[src/rtl/dual_read_single_write_reg_file.sv]
// Register file with one write port and two independently enabled read ports.
// Registered read data and valid bits; optional write-to-read forwarding and hardwired-zero entry 0.
module dual_read_single_write_reg_file #(
    parameter int unsigned WIDTH    = 16,
    parameter int unsigned DEPTH    = 8,
    parameter int unsigned ADDR_W   = 3,
    parameter int unsigned BYPASS   = 1,
    parameter int unsigned ZERO_REG = 0
) (
    input  logic              clk,
    input  logic              reset,
    input  logic              write_enable,
    input  logic [ADDR_W-1:0] write_addr,
    input  logic [WIDTH-1:0]  write_data,
    input  logic              read_enable_a,
    input  logic [ADDR_W-1:0] read_addr_a,
    input  logic              read_enable_b,
    input  logic [ADDR_W-1:0] read_addr_b,
    output logic [WIDTH-1:0]  read_data_a,
    output logic              read_valid_a,
    output logic [WIDTH-1:0]  read_data_b,
    output logic              read_valid_b,
    output logic              addr_error
);

    localparam logic BYPASS_ON = (BYPASS != 0);
    localparam logic ZERO_ON   = (ZERO_REG != 0);

    logic [WIDTH-1:0] mem [DEPTH];
    logic [DEPTH-1:0] valid;

    logic             wr_in_range;
    logic             wr_commit;
    logic             rd_in_range_a;
    logic             rd_in_range_b;
    logic [WIDTH-1:0] arr_data_a;
    logic [WIDTH-1:0] arr_data_b;
    logic             arr_valid_a;
    logic             arr_valid_b;
    logic [WIDTH-1:0] nxt_data_a;
    logic [WIDTH-1:0] nxt_data_b;
    logic             nxt_valid_a;
    logic             nxt_valid_b;
    logic             nxt_error;

    // Address qualification; entry 0 is read-only when hardwired to zero
    always_comb begin
        wr_in_range   = (32'(write_addr) < DEPTH);
        rd_in_range_a = (32'(read_addr_a) < DEPTH);
        rd_in_range_b = (32'(read_addr_b) < DEPTH);
        wr_commit     = write_enable && wr_in_range && !(ZERO_ON && (write_addr == '0));
        nxt_error     = (write_enable && !wr_in_range)
                      || (read_enable_a && !rd_in_range_a)
                      || (read_enable_b && !rd_in_range_b);
    end

    // Array read muxes built as decoders so out-of-range addresses never index the array
    always_comb begin
        arr_data_a  = '0;
        arr_valid_a = 1'b0;
        arr_data_b  = '0;
        arr_valid_b = 1'b0;
        for (int unsigned i = 0; i < DEPTH; i++) begin
            if (read_addr_a == ADDR_W'(i)) begin
                arr_data_a  = mem[i];
                arr_valid_a = valid[i];
            end
            if (read_addr_b == ADDR_W'(i)) begin
                arr_data_b  = mem[i];
                arr_valid_b = valid[i];
            end
        end
    end

    // Per-port result priority: range check, zero entry, forwarding, array
    always_comb begin
        nxt_data_a  = arr_data_a;
        nxt_valid_a = arr_valid_a;
        if (!rd_in_range_a) begin
            nxt_data_a  = '0;
            nxt_valid_a = 1'b0;
        end else if (ZERO_ON && (read_addr_a == '0)) begin
            nxt_data_a  = '0;
            nxt_valid_a = 1'b1;
        end else if (BYPASS_ON && wr_commit && (write_addr == read_addr_a)) begin
            nxt_data_a  = write_data;
            nxt_valid_a = 1'b1;
        end

        nxt_data_b  = arr_data_b;
        nxt_valid_b = arr_valid_b;
        if (!rd_in_range_b) begin
            nxt_data_b  = '0;
            nxt_valid_b = 1'b0;
        end else if (ZERO_ON && (read_addr_b == '0)) begin
            nxt_data_b  = '0;
            nxt_valid_b = 1'b1;
        end else if (BYPASS_ON && wr_commit && (write_addr == read_addr_b)) begin
            nxt_data_b  = write_data;
            nxt_valid_b = 1'b1;
        end
    end

    // Storage array and per-entry written flags
    always_ff @(posedge clk or negedge reset) begin
        if (!reset) begin
            for (int unsigned i = 0; i < DEPTH; i++) begin
                mem[i] <= '0;
            end
            valid <= '0;
        end else begin
            for (int unsigned i = 0; i < DEPTH; i++) begin
                if (wr_commit && (write_addr == ADDR_W'(i))) begin
                    mem[i]   <= write_data;
                    valid[i] <= 1'b1;
                end
            end
        end
    end

    // Output registers; each port holds its last result while not enabled
    always_ff @(posedge clk or negedge reset) begin
        if (!reset) begin
            read_data_a  <= '0;
            read_valid_a <= 1'b0;
            read_data_b  <= '0;
            read_valid_b <= 1'b0;
            addr_error   <= 1'b0;
        end else begin
            if (read_enable_a) begin
                read_data_a  <= nxt_data_a;
                read_valid_a <= nxt_valid_a;
            end
            if (read_enable_b) begin
                read_data_b  <= nxt_data_b;
                read_valid_b <= nxt_valid_b;
            end
            addr_error <= nxt_error;
        end
    end

endmodule

[config.mk]
export PLATFORM = sky130hd
export DESIGN_NAME = dual_read_single_write_reg_file
export DESIGN_NICKNAME = d
export VERILOG_FILES = /design/src/rtl/dual_read_single_write_reg_file.sv
export SDC_FILE = /design/constraint.sdc
export NUM_CORES = 1
export LEC_CHECK = 0
export BUFFER_PORTS_ARGS = -buffer_cell sky130_fd_sc_hd__buf_2
export CAP_MARGIN = 40
export CELL_PAD_IN_SITES_DETAIL_PLACEMENT = 1
export CELL_PAD_IN_SITES_GLOBAL_PLACEMENT = 1
export CORE_ASPECT_RATIO = 0.9
export CORE_MARGIN = 2
export CORE_UTILIZATION = 50
export DETAILED_ROUTE_END_ITERATION = 6
export HOLD_SLACK_MARGIN = 0.03
export PLACE_DENSITY_LB_ADDON = 0.1
export SLEW_MARGIN = 20
export SYNTH_ARGS = -nofsm -noshare
export SYNTH_HDL_FRONTEND = slang
export SYNTH_SLANG_ARGS = --single-unit
[constraint.sdc]
create_clock -name clk -period 2.04 [get_ports clk]
set_clock_uncertainty 0.2 [all_clocks]
set_input_delay 0.204 -clock clk [delete_from_list [all_inputs] [get_ports clk]]
set_output_delay 0.204 -clock clk [all_outputs]
set_load 0.05 [all_outputs]
==> results.json, run 1 <==
{
  "worstRegToRegCells": 6,
  "ys_ff_latch": 170,
  "clk_path_buf_depth": 2,
  "switching_share_pct": 31.8,
  "track_usage_pct": 30.7,
  "critPathCaptureType": "flip-flop",
  "root_buffer": "clkbuf_16",
  "slowest_delay_ps": 560,
  "cp-startpoint": "read_addr_a[0]",
  "yosysWarnings": 0,
  "place_hpwl_mm": 18.9,
  "top_level_ports": 65,
  "initial_core_util_pct": 50.6,
  "setup_ws_ps": 79.4,
  "async_flop_share_pct": 100,
  "tightest_slew_ps": 538,
  "finish.instance_area_sq_um": 11000,
  "grt_overflow_total": 0,
  "maxSlewViolCount": 0,
  "synth_top_area_cell": "dfrtp_1",
  "synth_area_sq_um": 9220,
  "die_area_sq_um": 19500,
  "rows": 47,
  "drive_above_1_share_pct": 38.4,
  "drc_errors": 0,
  "worstPathBufferInverterCount": 4,
  "n_antenna_cell": 0,
  "cts_sinks": 170,
  "place_congestion": 0.835,
  "peakVddDrop_mv": 0.622,
  "power_uw": 11300,
  "grt_pass1_vias": 7570,
  "period_needed_ps": 1960,
  "ys_seq_area_share_pct": 46.1,
  "stdcell_count": 1113,
  "min_path_type": "primary input to asynchronous set/reset pin",
  "leakage_uw": 0.00475,
  "p_sw_uw": 3600,
  "synth_top_area_share_pct": 46.1,
  "crit_type": "primary input to flip-flop",
  "die_x_um": 147,
  "r2r_slack_ps": 80,
  "powerDensity_nw_per_um2": 1030,
  "cp_slowest_cell": "dlygate4sd3_1",
  "critical-path-top-delay-family": "buffers and inverters",
  "synth_nets": 801,
  "die_y_um": 133,
  "p_int_uw": 7710,
  "nets": 885,
  "grt_pass1_wl_mm": 45.2,
  "clk_pin_slew_worst_paths_ps": 70,
  "dp_slack_ps": 77.5,
  "cp_cell_sequence": "buf_2 > buf_4 > xnor2_1 > and4_1 > buf_4 > nand2_1 > a31oi_1 > dlygate4sd3_1",
  "vias": 7023,
  "pwr-share-comb_pct": 25.5,
  "timing.rr.start": "mem[61]$_DFFE_PN0P_",
  "drt_wl_total_mm": 28.9,
  "place_area_sq_um": 10100,
  "period_share_pct": 96.1,
  "clock.fmax_ghz": 0.510,
  "regToRegEndpoint": "read_data_a[13]$_DFFE_PN0P_",
  "pwr-share-clk_pct": 33.3,
  "dp.cells": 1059,
  "ant_nets": 0,
  "cp_max_fo": 10,
  "synthFlopType": "dfrtp_1",
  "status": "finished, final reports clean",
  "insertion_delay_ps": 440,
  "maxCapViolations": 0,
  "grt_max_degree": 45,
  "p_seq_share_pct": 41.2,
  "drtIter0Drc": 418,
  "port_buffers": 63,
  "cts_tree": "yes",
  "required_ps": 2220,
  "slew_headroom_pct": 64.1,
  "synth_edf_count": 0,
  "routedWlPerCell_um": 26.0,
  "antenna_found_initial": 0,
  "numCtsBuffers": 17,
  "cts.htree.levels": 4,
  "synth_cell_type_count": 46,
  "ys_top_cells_by_area": "dfrtp_1, mux2_2, mux2i_1",
  "coreArea_sq_um": 18200,
  "hold_viol": 0,
  "via_per_inst": 6.31,
  "syn_inst": 771,
  "setup_tns_ps": 0,
  "setup_viol": 0,
  "rsz0062_at_grt": "no",
  "crit_path_start_kind": "primary input",
  "postSynthAreaPerCell_sq_um": 12.0,
  "syn2layout_area_growth_pct": 19.1,
  "drtPass1Iterations": 5,
  "critPathMostFrequentCell": "buf_4",
  "arrival_ps": 2140
}
## through the flow
| step | hold slack (ps) | util, % |
|---|---|---|
| 2_1_floorplan | -292 | - |
| 3_3_place_gp | -18.9 | 55.3 |
| 3_5_place_dp | -11.7 | 55.3 |
| 4_1_cts | 77.1 | 60.1 |
| 5_1_grt | 109 | 60.2 |
| 6_report | 76.6 | 60.2 |
## worst reg2reg max path, stage by stage (launching register included)
cell	delay (ps)
dfrtp_1	400
mux2_2	280
o22ai_2	120
a22oi_1	90
nand3_1	100
a31oi_1	80
dlygate4sd3_1	580
## flip-flops by register name (all words and copies together) (netlist names)
| name | count |
|---|---|
| mem | 128 |
| read_data_a | 16 |
| read_data_b | 16 |
| valid | 8 |
| read_valid_a | 1 |
| read_valid_b | 1 |
## area by class of cell
type / instances / area, sq um
Inverter: 15 / 56.3
Timing Repair Buffer: 143 / 1200
Fill cell: 1861 / 7250
Clock inverter: 15 / 248
Clock buffer: 17 / 425
Multi-Input combinational cell: 508 / 4490
Sequential cell: 170 / 4250
Tap cell: 245 / 307
## power by group through the flow
stage / Combinational, uW / Sequential (uW) / Clock [uW]
final: 2880 / 4660 / 3770
after global routing: 3100 / 4750 / 3910
after CTS: 2870 / 4650 / 3800
after detailed placement: 2800 / 4690 / 0
after global placement: 2700 / 4630 / 0
after floorplan: 1650 / 4950 / 0
## Yosys cell counts (2+ instances only)
| master | number |
|---|---|
| xnor2_1 | 6 |
| buf_1 | 8 |
| a21oi_1 | 26 |
| nor2b_1 | 16 |
| a221oi_1 | 8 |
| nand2b_1 | 8 |
| inv_1 | 15 |
| a31oi_1 | 13 |
| a2bb2oi_1 | 20 |
| nand2_1 | 23 |
| o221ai_1 | 5 |
| buf_6 | 9 |
| mux4_2 | 15 |
| dfrtp_1 | 170 |
| nand3_1 | 15 |
| a311oi_1 | 3 |
| buf_4 | 9 |
| o22ai_1 | 17 |
| and2_1 | 2 |
| a221oi_2 | 4 |
| nor3_2 | 2 |
| a211oi_1 | 10 |
| a32oi_1 | 5 |
| nor3b_4 | 2 |
| mux2i_1 | 72 |
| and4_1 | 2 |
| nand4b_1 | 3 |
| or2_2 | 6 |
| buf_2 | 29 |
| and3_1 | 3 |
| o21ai_0 | 15 |
| nand4_1 | 3 |
| mux2_2 | 146 |
| clkbuf_1 | 23 |
| a22oi_1 | 20 |
| nor2_1 | 28 |
## timing repair
action,4_1_cts,5_1_grt
hold endpoints to repair,323,0
setup buffers,0,2
hold buffers,20,0
resized for setup,0,2
setup endpoints to repair,0,2
## cell usage in the layout, fill, tap and decap left out, types with 16 or more instances in the layout
cell and n:
clkbuf_16 17, nor2_1 28, buf_12 18, mux2_2 146, a22oi_1 20, buf_2 62
nand2_1 23, a2bb2oi_1 20, nor2b_1 16, dfrtp_1 170, mux2i_1 72, a21oi_1 26
dlygate4sd3_1 20, buf_4 42
## routing by layer
layer	GRT usage (%)	part of all wire [%]
met5	0	0
met4	10.5	2.6
met3	6.62	6.2
met2	48.2	47
met1	42.7	44
## how the worst max path moves through the flow
stage | endpoint | slack (ps) | cells after the start
after floorplan | mem[118]$_DFFE_PN0P_ | 260 | 5
after global placement | read_valid_b$_DFFE_PN0P_ | 70 | 8
after detailed placement | read_data_b[7]$_DFFE_PN0P_ | 80 | 6
after CTS | read_data_a[13]$_DFFE_PN0P_ | 60 | 6
after global routing | read_data_a[13]$_DFFE_PN0P_ | 4 | 8
final | read_data_a[8]$_DFFE_PN0P_ | 80 | 8
## cell families (layout without fill, tap and decap cells)
family                 after synthesis  in the layout  synth area share (%)
AO/OA/AOI/OAI                      151            151                  11.7
XOR/XNOR                             6              6                 0.570
buffers and inverters               93            190                  5.28
flip-flops                         170            170                  46.1
multiplexers                       233            233                  29.3
other                                1              1                0.0407
AND/OR/NAND/NOR                    117            117                  6.94
Power figures use the tool's default switching activity.
==> run 2, diff against run 1 <==
--- a/config.mk
+++ b/config.mk
@@ -15,6 +15,7 @@
 export DETAILED_ROUTE_END_ITERATION = 6
 export HOLD_SLACK_MARGIN = 0.03
 export PLACE_DENSITY_LB_ADDON = 0.1
+export SETUP_SLACK_MARGIN = 0.15
 export SLEW_MARGIN = 20
 export SYNTH_ARGS = -nofsm -noshare
 export SYNTH_HDL_FRONTEND = slang
==> results.json, run 2 (synthesized netlist as in run 1, its figures left out) <==
{
  "final.fill_count": 1858,
  "setup_tns_ps": 0,
  "numCtsBuffers": 17,
  "grt_overflow_total": 0,
  "top_level_ports": 65,
  "cts_sinks": 170,
  "die_y_um": 133,
  "critical-path-top-delay-family": "compound AO/OA/AOI/OAI gates",
  "drtPass1Iterations": 5,
  "required_ps": 2150,
  "top_register": "mem",
  "die_x_um": 147,
  "drt_wl_total_mm": 28.9,
  "drtIter0Drc": 468,
  "multi_input_area_sq_um": 4500,
  "largest_register_ffs": 128,
  "die_area_sq_um": 19500,
  "routedWlPerCell_um": 26.1,
  "cts_tree": "yes",
  "grt_max_degree": 45,
  "via_per_inst": 6.31,
  "track_usage_pct": 30.7,
  "setup_viol": 0,
  "arrival_ps": 1920,
  "syn2layout_area_growth_pct": 18.8,
  "grt_pass1_vias": 7575,
  "rsz0062_at_grt": "no",
  "slew_headroom_pct": 64.7,
  "cp_slowest_cell": "mux4_2",
  "insertion_delay_ps": 440,
  "coreArea_sq_um": 18200,
  "maxCapViolations": 0,
  "cts.htree.levels": 4,
  "clock.fmax_ghz": 0.553,
  "place_area_sq_um": 10100,
  "powerDensity_nw_per_um2": 1030,
  "port_buffers": 63,
  "peakVddDrop_mv": 0.617,
  "reg.largest.list": "mem (128), read_data_a (16), read_data_b (16)",
  "cp.depth": 5,
  "drc_errors": 0,
  "worstPathBufferInverterCount": 0,
  "place_hpwl_mm": 18.9,
  "cp_max_fo": 3,
  "clk_pin_slew_worst_paths_ps": 70,
  "crit_type": "flip-flop to flip-flop",
  "period_needed_ps": 1810,
  "power_uw": 11300,
  "initial_core_util_pct": 50.6,
  "crit_path_start_kind": "flip-flop",
  "min_path_type": "primary input to asynchronous set/reset pin",
  "final_common_cell": "dfrtp_1",
  "drive_above_1_share_pct": 38.4,
  "finish.instance_area_sq_um": 10900,
  "tightest_slew_ps": 530,
  "ant_nets": 0,
  "critPathCaptureType": "flip-flop",
  "worstRegToRegCells": 5,
  "status": "finished, final reports clean",
  "slowest_delay_ps": 470,
  "cp_cell_sequence": "mux4_2 > nor2_1 > a21oi_1 > a311oi_2 > o22ai_1",
  "cts_setup_buffers": 0,
  "hold_viol": 0,
  "maxSlewViolCount": 0,
  "ff_latch_area_sq_um": 4250,
  "final_cell_mix": "dfrtp_1, mux2_2, mux2i_1",
  "leakage_uw": 0.00473,
  "nets": 881,
  "period_share_pct": 88.7,
  "vias": 7001,
  "place_congestion": 0.835,
  "root_buffer": "clkbuf_16",
  "grt_pass1_wl_mm": 45.2,
  "clk_path_buf_depth": 2,
  "rows": 47,
  "antenna_found_initial": 0,
  "n_antenna_cell": 0
}
run 2: cell count changes in the layout (fill, tap and decap cells not counted), sizes merged:
| cell | before | now |
|---|---|---|
| dlygate4sd3 | 20 | 18 |
| buf | 123 | 121 |
run 2: report_power, final:
| part | internal [uW] | leakage (uW) | switching, uW |
|---|---|---|---|
| Combinational | 1320 | 0.00241 | 1540 |
| Sequential | 4070 | 0.00200 | 589 |
| Clock | 2300 | 0.000319 | 1460 |
| Total | 7700 | 0.00473 | 3580 |
run 2: repair_timing:
item | in CTS | in global routing
gates resized for setup | 0 | 3
setup endpoints to repair | 0 | 3
hold endpoints to repair | 323 | 0
hold buffers | 18 | 0
run 2: metal layers:
metal	track usage, %	part of all wire, %
met1	42.7	45
met2	48.2	47
met3	6.62	6.1
met4	10.5	2.7
met5	0	0
run 2: worst paths after layout:
path / to / start / slack, ps
max: read_data_a[9]$_DFFE_PN0P_ / mem[89]$_DFFE_PN0P_ / 230
min: mem[62]$_DFFE_PN0P_ / reset / 70
max reg2reg: read_data_a[9]$_DFFE_PN0P_ / mem[89]$_DFFE_PN0P_ / 230
min reg2reg: valid[5]$_DFFE_PN0P_ / valid[5]$_DFFE_PN0P_ / 300
max in group asynchronous: mem[113]$_DFFE_PN0P_ / reset / 890
min in group clk: read_data_b[9]$_DFFE_PN0P_ / read_enable_b / 100
run 2: final cells by class:
cell class | count | area share [%]
clock inverters | 15 | 2.26
clock buffers | 17 | 3.89
repair buffers | 139 | 10.6
multi-input cells | 508 | 41.1
well taps | 245 | 2.80
flip-flops and latches | 170 | 38.9
inverters | 15 | 0.514
run 2: stage by stage:
step	utilization [%]	instances	hold WS [ps]	setup slack, ps
floorplan	-	771	-292	259
global placement	55.3	1059	-18.9	67.3
detailed placement	55.3	1059	-11.7	77.5
CTS	60.0	1109	77.1	190
global route	60.1	1109	109	151
finish	60.1	1109	74.5	230
